File: src/rtl/dmem_ctrl_if.sv
// Data-memory bus: one valid/ready request channel and one response channel.
// The controller takes the master modport and the memory takes the slave modport.
interface dmem_ctrl_if;
    logic        bus_req_valid;
    logic        bus_req_ready;
    logic        bus_req_write;
    logic [63:0] bus_req_addr;
    logic [63:0] bus_req_wdata;
    logic [7:0]  bus_req_be;
    logic        bus_rsp_valid;
    logic [63:0] bus_rsp_rdata;
    logic        bus_rsp_err;

    modport master (
        output bus_req_valid, bus_req_write, bus_req_addr, bus_req_wdata, bus_req_be,
        input  bus_req_ready, bus_rsp_valid, bus_rsp_rdata, bus_rsp_err
    );

    modport slave (
        input  bus_req_valid, bus_req_write, bus_req_addr, bus_req_wdata, bus_req_be,
        output bus_req_ready, bus_rsp_valid, bus_rsp_rdata, bus_rsp_err
    );
endinterface

File: src/rtl/dmem_ctrl.sv
// Data-memory access controller: issues one bus request per MEM access, stalls the
// pipeline until the response arrives or the timeout expires, and flags faults.
module dmem_ctrl #(
    parameter int unsigned TIMEOUT_CYCLES = 256
) (
    input  logic        clk,
    input  logic        rst,
    input  logic        req_valid,
    input  logic        req_write,
    input  logic [63:0] req_addr,
    input  logic [63:0] req_wdata,
    input  logic [7:0]  req_byte_en,
    output logic        stall,
    output logic [63:0] rsp_rdata,
    output logic        access_fault,
    dmem_ctrl_if.master bus
);
    typedef enum logic [1:0] {IDLE, REQ, WAIT, DONE} state_t;

    localparam logic [15:0] TO_LAST = 16'(TIMEOUT_CYCLES - 1);

    state_t      state, state_nx;
    logic        wr_q;
    logic [63:0] addr_q;
    logic [63:0] wdata_q;
    logic [7:0]  be_q;
    logic [15:0] cnt;
    logic        fault_q;
    logic        hs;
    logic        rsp_take;
    logic        timeout;
    logic        abort;

    always_ff @(posedge clk or posedge rst) begin
        if (rst) state <= IDLE;
        else     state <= state_nx;
    end

    always_comb begin
        state_nx = state;
        hs       = (state == REQ) && bus.bus_req_ready;
        rsp_take = (state == WAIT) && bus.bus_rsp_valid;
        timeout  = ((state == REQ) || (state == WAIT)) && (cnt == TO_LAST);
        // a handshake or response in the timeout cycle completes the state first
        abort    = timeout && !hs && !rsp_take;
        unique case (state)
            IDLE: if (req_valid) state_nx = REQ;
            REQ: begin
                if (hs)         state_nx = WAIT;
                else if (abort) state_nx = DONE;
            end
            WAIT: if (rsp_take || abort) state_nx = DONE;
            DONE: state_nx = IDLE;
            default: state_nx = IDLE;
        endcase
    end

    always_ff @(posedge clk or posedge rst) begin
        if (rst) begin
            wr_q      <= 1'b0;
            addr_q    <= '0;
            wdata_q   <= '0;
            be_q      <= '0;
            cnt       <= '0;
            fault_q   <= 1'b0;
            rsp_rdata <= '0;
        end else begin
            case (state)
                IDLE: begin
                    if (req_valid) begin
                        wr_q    <= req_write;
                        addr_q  <= req_addr;
                        wdata_q <= req_wdata;
                        be_q    <= req_byte_en;
                        cnt     <= '0;
                    end
                end
                REQ, WAIT: begin
                    cnt <= cnt + 16'd1;
                    if (rsp_take) begin
                        fault_q <= bus.bus_rsp_err;
                        if (!wr_q) rsp_rdata <= bus.bus_rsp_err ? '0 : bus.bus_rsp_rdata;
                    end else if (abort) begin
                        fault_q <= 1'b1;
                        if (!wr_q) rsp_rdata <= '0;
                    end
                end
                DONE: fault_q <= 1'b0;
                default: ;
            endcase
        end
    end

    assign bus.bus_req_valid = (state == REQ);
    assign bus.bus_req_write = wr_q;
    assign bus.bus_req_addr  = addr_q;
    assign bus.bus_req_wdata = wdata_q;
    assign bus.bus_req_be    = be_q;

    assign stall        = req_valid && (state != DONE) && !rst;
    assign access_fault = (state == DONE) && fault_q;
endmodule

File: src/flat_wrapper.sv
// flat-port wrapper written by rule: the top's interface ports become plain ports
module dmem_ctrl_flat 
#(
    parameter int unsigned TIMEOUT_CYCLES = 256
)
  (clk, rst, req_valid, req_write, req_addr, req_wdata, req_byte_en, stall, rsp_rdata, access_fault, bus_bus_req_valid, bus_bus_req_write, bus_bus_req_addr, bus_bus_req_wdata, bus_bus_req_be, bus_bus_req_ready, bus_bus_rsp_valid, bus_bus_rsp_rdata, bus_bus_rsp_err);
  dmem_ctrl_if bus_i ();
  input  logic clk;
  input  logic rst;
  input  logic req_valid;
  input  logic req_write;
  input  logic [63:0] req_addr;
  input  logic [63:0] req_wdata;
  input  logic [7:0] req_byte_en;
  output logic stall;
  output logic [63:0] rsp_rdata;
  output logic access_fault;
  output wire logic [$bits(bus_i.bus_req_valid)-1:0] bus_bus_req_valid;
  output wire logic [$bits(bus_i.bus_req_write)-1:0] bus_bus_req_write;
  output wire logic [$bits(bus_i.bus_req_addr)-1:0] bus_bus_req_addr;
  output wire logic [$bits(bus_i.bus_req_wdata)-1:0] bus_bus_req_wdata;
  output wire logic [$bits(bus_i.bus_req_be)-1:0] bus_bus_req_be;
  input wire logic [$bits(bus_i.bus_req_ready)-1:0] bus_bus_req_ready;
  input wire logic [$bits(bus_i.bus_rsp_valid)-1:0] bus_bus_rsp_valid;
  input wire logic [$bits(bus_i.bus_rsp_rdata)-1:0] bus_bus_rsp_rdata;
  input wire logic [$bits(bus_i.bus_rsp_err)-1:0] bus_bus_rsp_err;
  assign bus_bus_req_valid = bus_i.bus_req_valid;
  assign bus_bus_req_write = bus_i.bus_req_write;
  assign bus_bus_req_addr = bus_i.bus_req_addr;
  assign bus_bus_req_wdata = bus_i.bus_req_wdata;
  assign bus_bus_req_be = bus_i.bus_req_be;
  assign bus_i.bus_req_ready = bus_bus_req_ready;
  assign bus_i.bus_rsp_valid = bus_bus_rsp_valid;
  assign bus_i.bus_rsp_rdata = bus_bus_rsp_rdata;
  assign bus_i.bus_rsp_err = bus_bus_rsp_err;
  dmem_ctrl #(.TIMEOUT_CYCLES(TIMEOUT_CYCLES)) u_core (.clk(clk), .rst(rst), .req_valid(req_valid), .req_write(req_write), .req_addr(req_addr), .req_wdata(req_wdata), .req_byte_en(req_byte_en), .stall(stall), .rsp_rdata(rsp_rdata), .access_fault(access_fault), .bus(bus_i));
endmodule
File: config.mk
export PLATFORM = sky130hd
export DESIGN_NAME = dmem_ctrl_flat
export DESIGN_NICKNAME = d
export VERILOG_FILES = /design/src/rtl/dmem_ctrl_if.sv /design/src/rtl/dmem_ctrl.sv /design/src/flat_wrapper.sv
export SDC_FILE = /design/constraint.sdc
export NUM_CORES = 1
export LEC_CHECK = 0
export ABC_AREA = 0
export CAP_MARGIN = 30
export CORE_AREA = 5 5 155 157
export DETAILED_ROUTE_END_ITERATION = 7
export DIE_AREA = 0 0 160 162
export PLACE_DENSITY = 0.82
export SLEW_MARGIN = 20
export SYNTH_ARGS = -nofsm -noshare
export SYNTH_HDL_FRONTEND = slang
export SYNTH_SLANG_ARGS = --single-unit
File: constraint.sdc
create_clock -name clk -period 8.9 [get_ports clk]
set_input_delay 0.89 -clock clk [delete_from_list [all_inputs] [get_ports clk]]
set_output_delay 0.89 -clock clk [all_outputs]
set_load 0.02 [all_outputs]
==> qor.csv <==
stage;metric;value;unit
route;final WL;26600;um
timing;final clock skew;0.0125;ns
synth;synth top area cells;dfrtp_1 (65%), mux2_2 (18%), a22o_1 (6.6%), buf_2 (1.1%), xnor2_1 (0.82%);
cells_and_area;area grow syn2layout;61.4;%
floorplan;Starting Density;38.1;%
setup_path;worst endpoint required time;8.01;ns
pwr;leak pwr;0.00584;uW
setup_path;CP endpoint kind;output pin;
setup_path;r2r setup slk;6.17;ns
route;initial drt markers;342;
timing;fin worst setup slack;5.50;ns
cells_and_area;register area;5510;sq um
timing;slew margin rel.;41.7;%
floorplan;chip width;160;um
run_status;status;finished clean;
setup_path;CP Max Fanout;8;
synth;Yosys cell types;41;
synth;yosys warns;0;
synth;Post-synth top flop;dfrtp_1;
min_path;Worst Hold Class;reg -> reg;
cells_and_area;most frequent cells in the layout;clkdlybuf4s50_1 (410), dfrtp_1 (220), mux2_2 (137);
setup_path;worst path cell trace;clkdlybuf4s50_1 -> nor3b_1 -> clkdlybuf4s50_1;
min_path;Hold Crit Start;u_core.bus.bus_req_be[5]$_DFFE_PP0P_;
floorplan;core area;22400;sq um
route;Final ANT Viol Nets;0;
synth;Post-synth EDFFs;0;
cts;clock root buffer master;clkbuf_16;
route;first-pass iteration count of the detailed router;4;
cts;later-pin clock latency in the skew report;0.51;ns
place;Detailed Place HPWL;19400;um
global_routing;largest net degree at the start of global routing;88;
floorplan;row count;55;
synth;Seq/Total Area, Yosys;64.6;%
cts;PostCTS Resize Cnt;0;
cells_and_area;post-layout util;61.5;%
setup_path;slowest CP cell;clkdlybuf4s50_1;
floorplan;Die Ht;162;um
setup_path;R2R depth;7;
setup_path;FF-to-FF Start;u_core.state[0]$_DFFE_PP0P_;
timing;Final Max Slew Viols;0;
route;DRC;0;
cts;Post-CTS Hold Fix Bufs;0;
place;pre-CTS setup slack;5.14;ns
min_path;Hold Path End;u_core.bus.bus_req_be[5]$_DFFE_PP0P_;
cts;CTS sink count;220;
global_routing;gr ovfl total;0;
synth;FFs w/ async S/R, synth;100;%
timing;Slew @ Worst Pin;0.875;ns
cts;CTS tree;done;
pwr;peak supply drop;0.000247;V
cells_and_area;multi-input logic area;2870;sq um
setup_path;reg2reg end;u_core.rsp_rdata[57]$_DFFE_PP0P_;
timing;fmax;294;MHz
timing;final hold slack;0.502;ns
timing;RSZ-0062 raised after global routing;false;
timing;# setup viols final;0;
timing;Fin Setup TNS;0;ns
synth;Synth area leader;dfrtp_1;
place;gpl congestion;0.824;
route;WL per Instance;20.8;um
floorplan;Ports;411;
cts;clock buffer depth;3;
pwr;Cell Pwr Density;382;nW/um^2
route;Via Count;6371;
place;number of port buffers;410;
cts;setup bufs post-CTS;0;
cts;number of buffers created by CTS;24;
synth;Synth top area share;64.6;%
synth;number of register bits inferred by synthesis;220;
setup_path;crit path DAT;2.51;ns
global_routing;initial antenna violation count;0;
floorplan;DIE AREA;25900;sq um
global_routing;vias in the first global route;6919;
cts;Worst-path clk slew;0.06;ns
timing;Tmin final;3.40;ns
cells_and_area;Antenna Cells;0;
synth;net count after synthesis;783;
setup_path;CP Class;in -> out;
route;via/cell ratio;4.97;
setup_path;Critical Path Max Stage Delay;0.71;ns
synth;mean post-synth cell area;14.9;sq um
setup_path;Worst setup SP type;input pin;
cells_and_area;Nets;1192;
setup_path;CP most frequent cell;clkdlybuf4s50_1;
job;max-cap violations;0;
min_path;hold depth;1;
cts;H-Tree Depth;1;
synth;synthesized cell area;8520;sq um
timing;final cycle utilization of the critical path;38.2;%
cells_and_area;fillcell total;1723;
pwr;Overall Power;5260;uW
global_routing;GRT Util Overall;19.7;%
global_routing;first-pass GRT wire length;40800;um
timing;final hold vios;0;
cells_and_area;share of cells above drive strength 1;19.0;%
cells_and_area;most common cell after layout, fill and taps aside;clkdlybuf4s50_1;
synth;Gate Count Post-Synth;571;
layout make-up:
type | instances | area share (%)
timing repair buffer | 417 | 30.4
clock buffer | 34 | 5.23
inverter | 5 | 0.191
tap | 285 | 2.59
multi-input combinational | 312 | 20.8
sequential | 220 | 40.0
clock inverter | 8 | 0.674
worst max path at each step:
stage,depth (start not counted),slack (ns),endpoint,startpoint
after detailed placement,4,5.14,u_core.bus.bus_req_addr[19]$_DFFE_PP0P_,req_valid
after global placement,4,5.16,u_core.bus.bus_req_addr[26]$_DFFE_PP0P_,req_valid
after CTS,3,5.50,stall,req_valid
after floorplan,1,1.99,u_core.bus.bus_req_addr[0]$_DFFE_PP0P_,rst
after global routing,3,5.44,stall,req_valid
final,3,5.50,stall,req_valid
synthesized netlist by cell type, types with 2 or more instances:
| library cell | number |
|---|---|
| a31oi_1 | 3 |
| a21oi_1 | 4 |
| and3_1 | 3 |
| inv_1 | 5 |
| or3_1 | 5 |
| dfrtp_1 | 220 |
| buf_2 | 18 |
| nor2_1 | 14 |
| clkbuf_1 | 13 |
| nor4b_1 | 3 |
| buf_1 | 3 |
| nor3_1 | 7 |
| ha_1 | 5 |
| nor2b_1 | 2 |
| nor4_1 | 2 |
| nand4_1 | 3 |
| mux2i_1 | 6 |
| mux2_2 | 137 |
| a22o_1 | 64 |
| o21ai_1 | 2 |
| a41o_1 | 2 |
| xnor2_1 | 8 |
| nor3b_1 | 2 |
| nand2_1 | 8 |
| nand2b_1 | 4 |
| nand3_1 | 4 |
| a32oi_1 | 2 |
| o21ai_0 | 8 |
| and4_1 | 2 |
registers in the layout (all words and copies together), names as in the netlist:
register                  cells
u_core.bus.bus_req_addr      64
u_core.cnt                   16
u_core.rsp_rdata             64
u_core.fault_q                1
u_core.bus.bus_req_be         8
u_core.bus.bus_req_wdata     64
u_core.bus.bus_req_write      1
u_core.state                  2
critical path: cells and delay by family:
family                 cells  cell delay, ns
buffers and inverters      2            1.36
AND/OR/NAND/NOR            1            0.26
metrics by stage:
stage          cell area [sq um]  std cells
6_report                   13700       1281
5_1_grt                    13700       1281
3_3_place_gp               12900       1237
3_5_place_dp               12900       1237
2_1_floorplan               8520        571
4_1_cts                    13700       1279
per-layer routing:
metal	GRT usage (%)	vias up	share of wire, %
met5	0	-	0
met4	5.71	0	2.7
met3	6.01	40	7.2
met2	35.1	228	52
met1	23.1	3201	38
li1	-	2902	-
power breakdown:
| group | internal [uW] | total, uW | switching, uW |
|---|---|---|---|
| Clock | 618 | 1010 | 396 |
| Combinational | 1300 | 2510 | 1210 |
| Sequential | 1460 | 1730 | 271 |
kinds of logic after synthesis:
family / Yosys count / synth area share, %
DFF: 220 / 64.6
muxes: 144 / 18.9
AOI/OAI and AO/OA: 91 / 8.65
and+or+nand+nor: 64 / 4.23
buffers and inverters: 39 / 1.98
xor gates and xnor gates: 8 / 0.823
adders and majority gates: 5 / 0.734
Power figures use the tool's default switching activity.
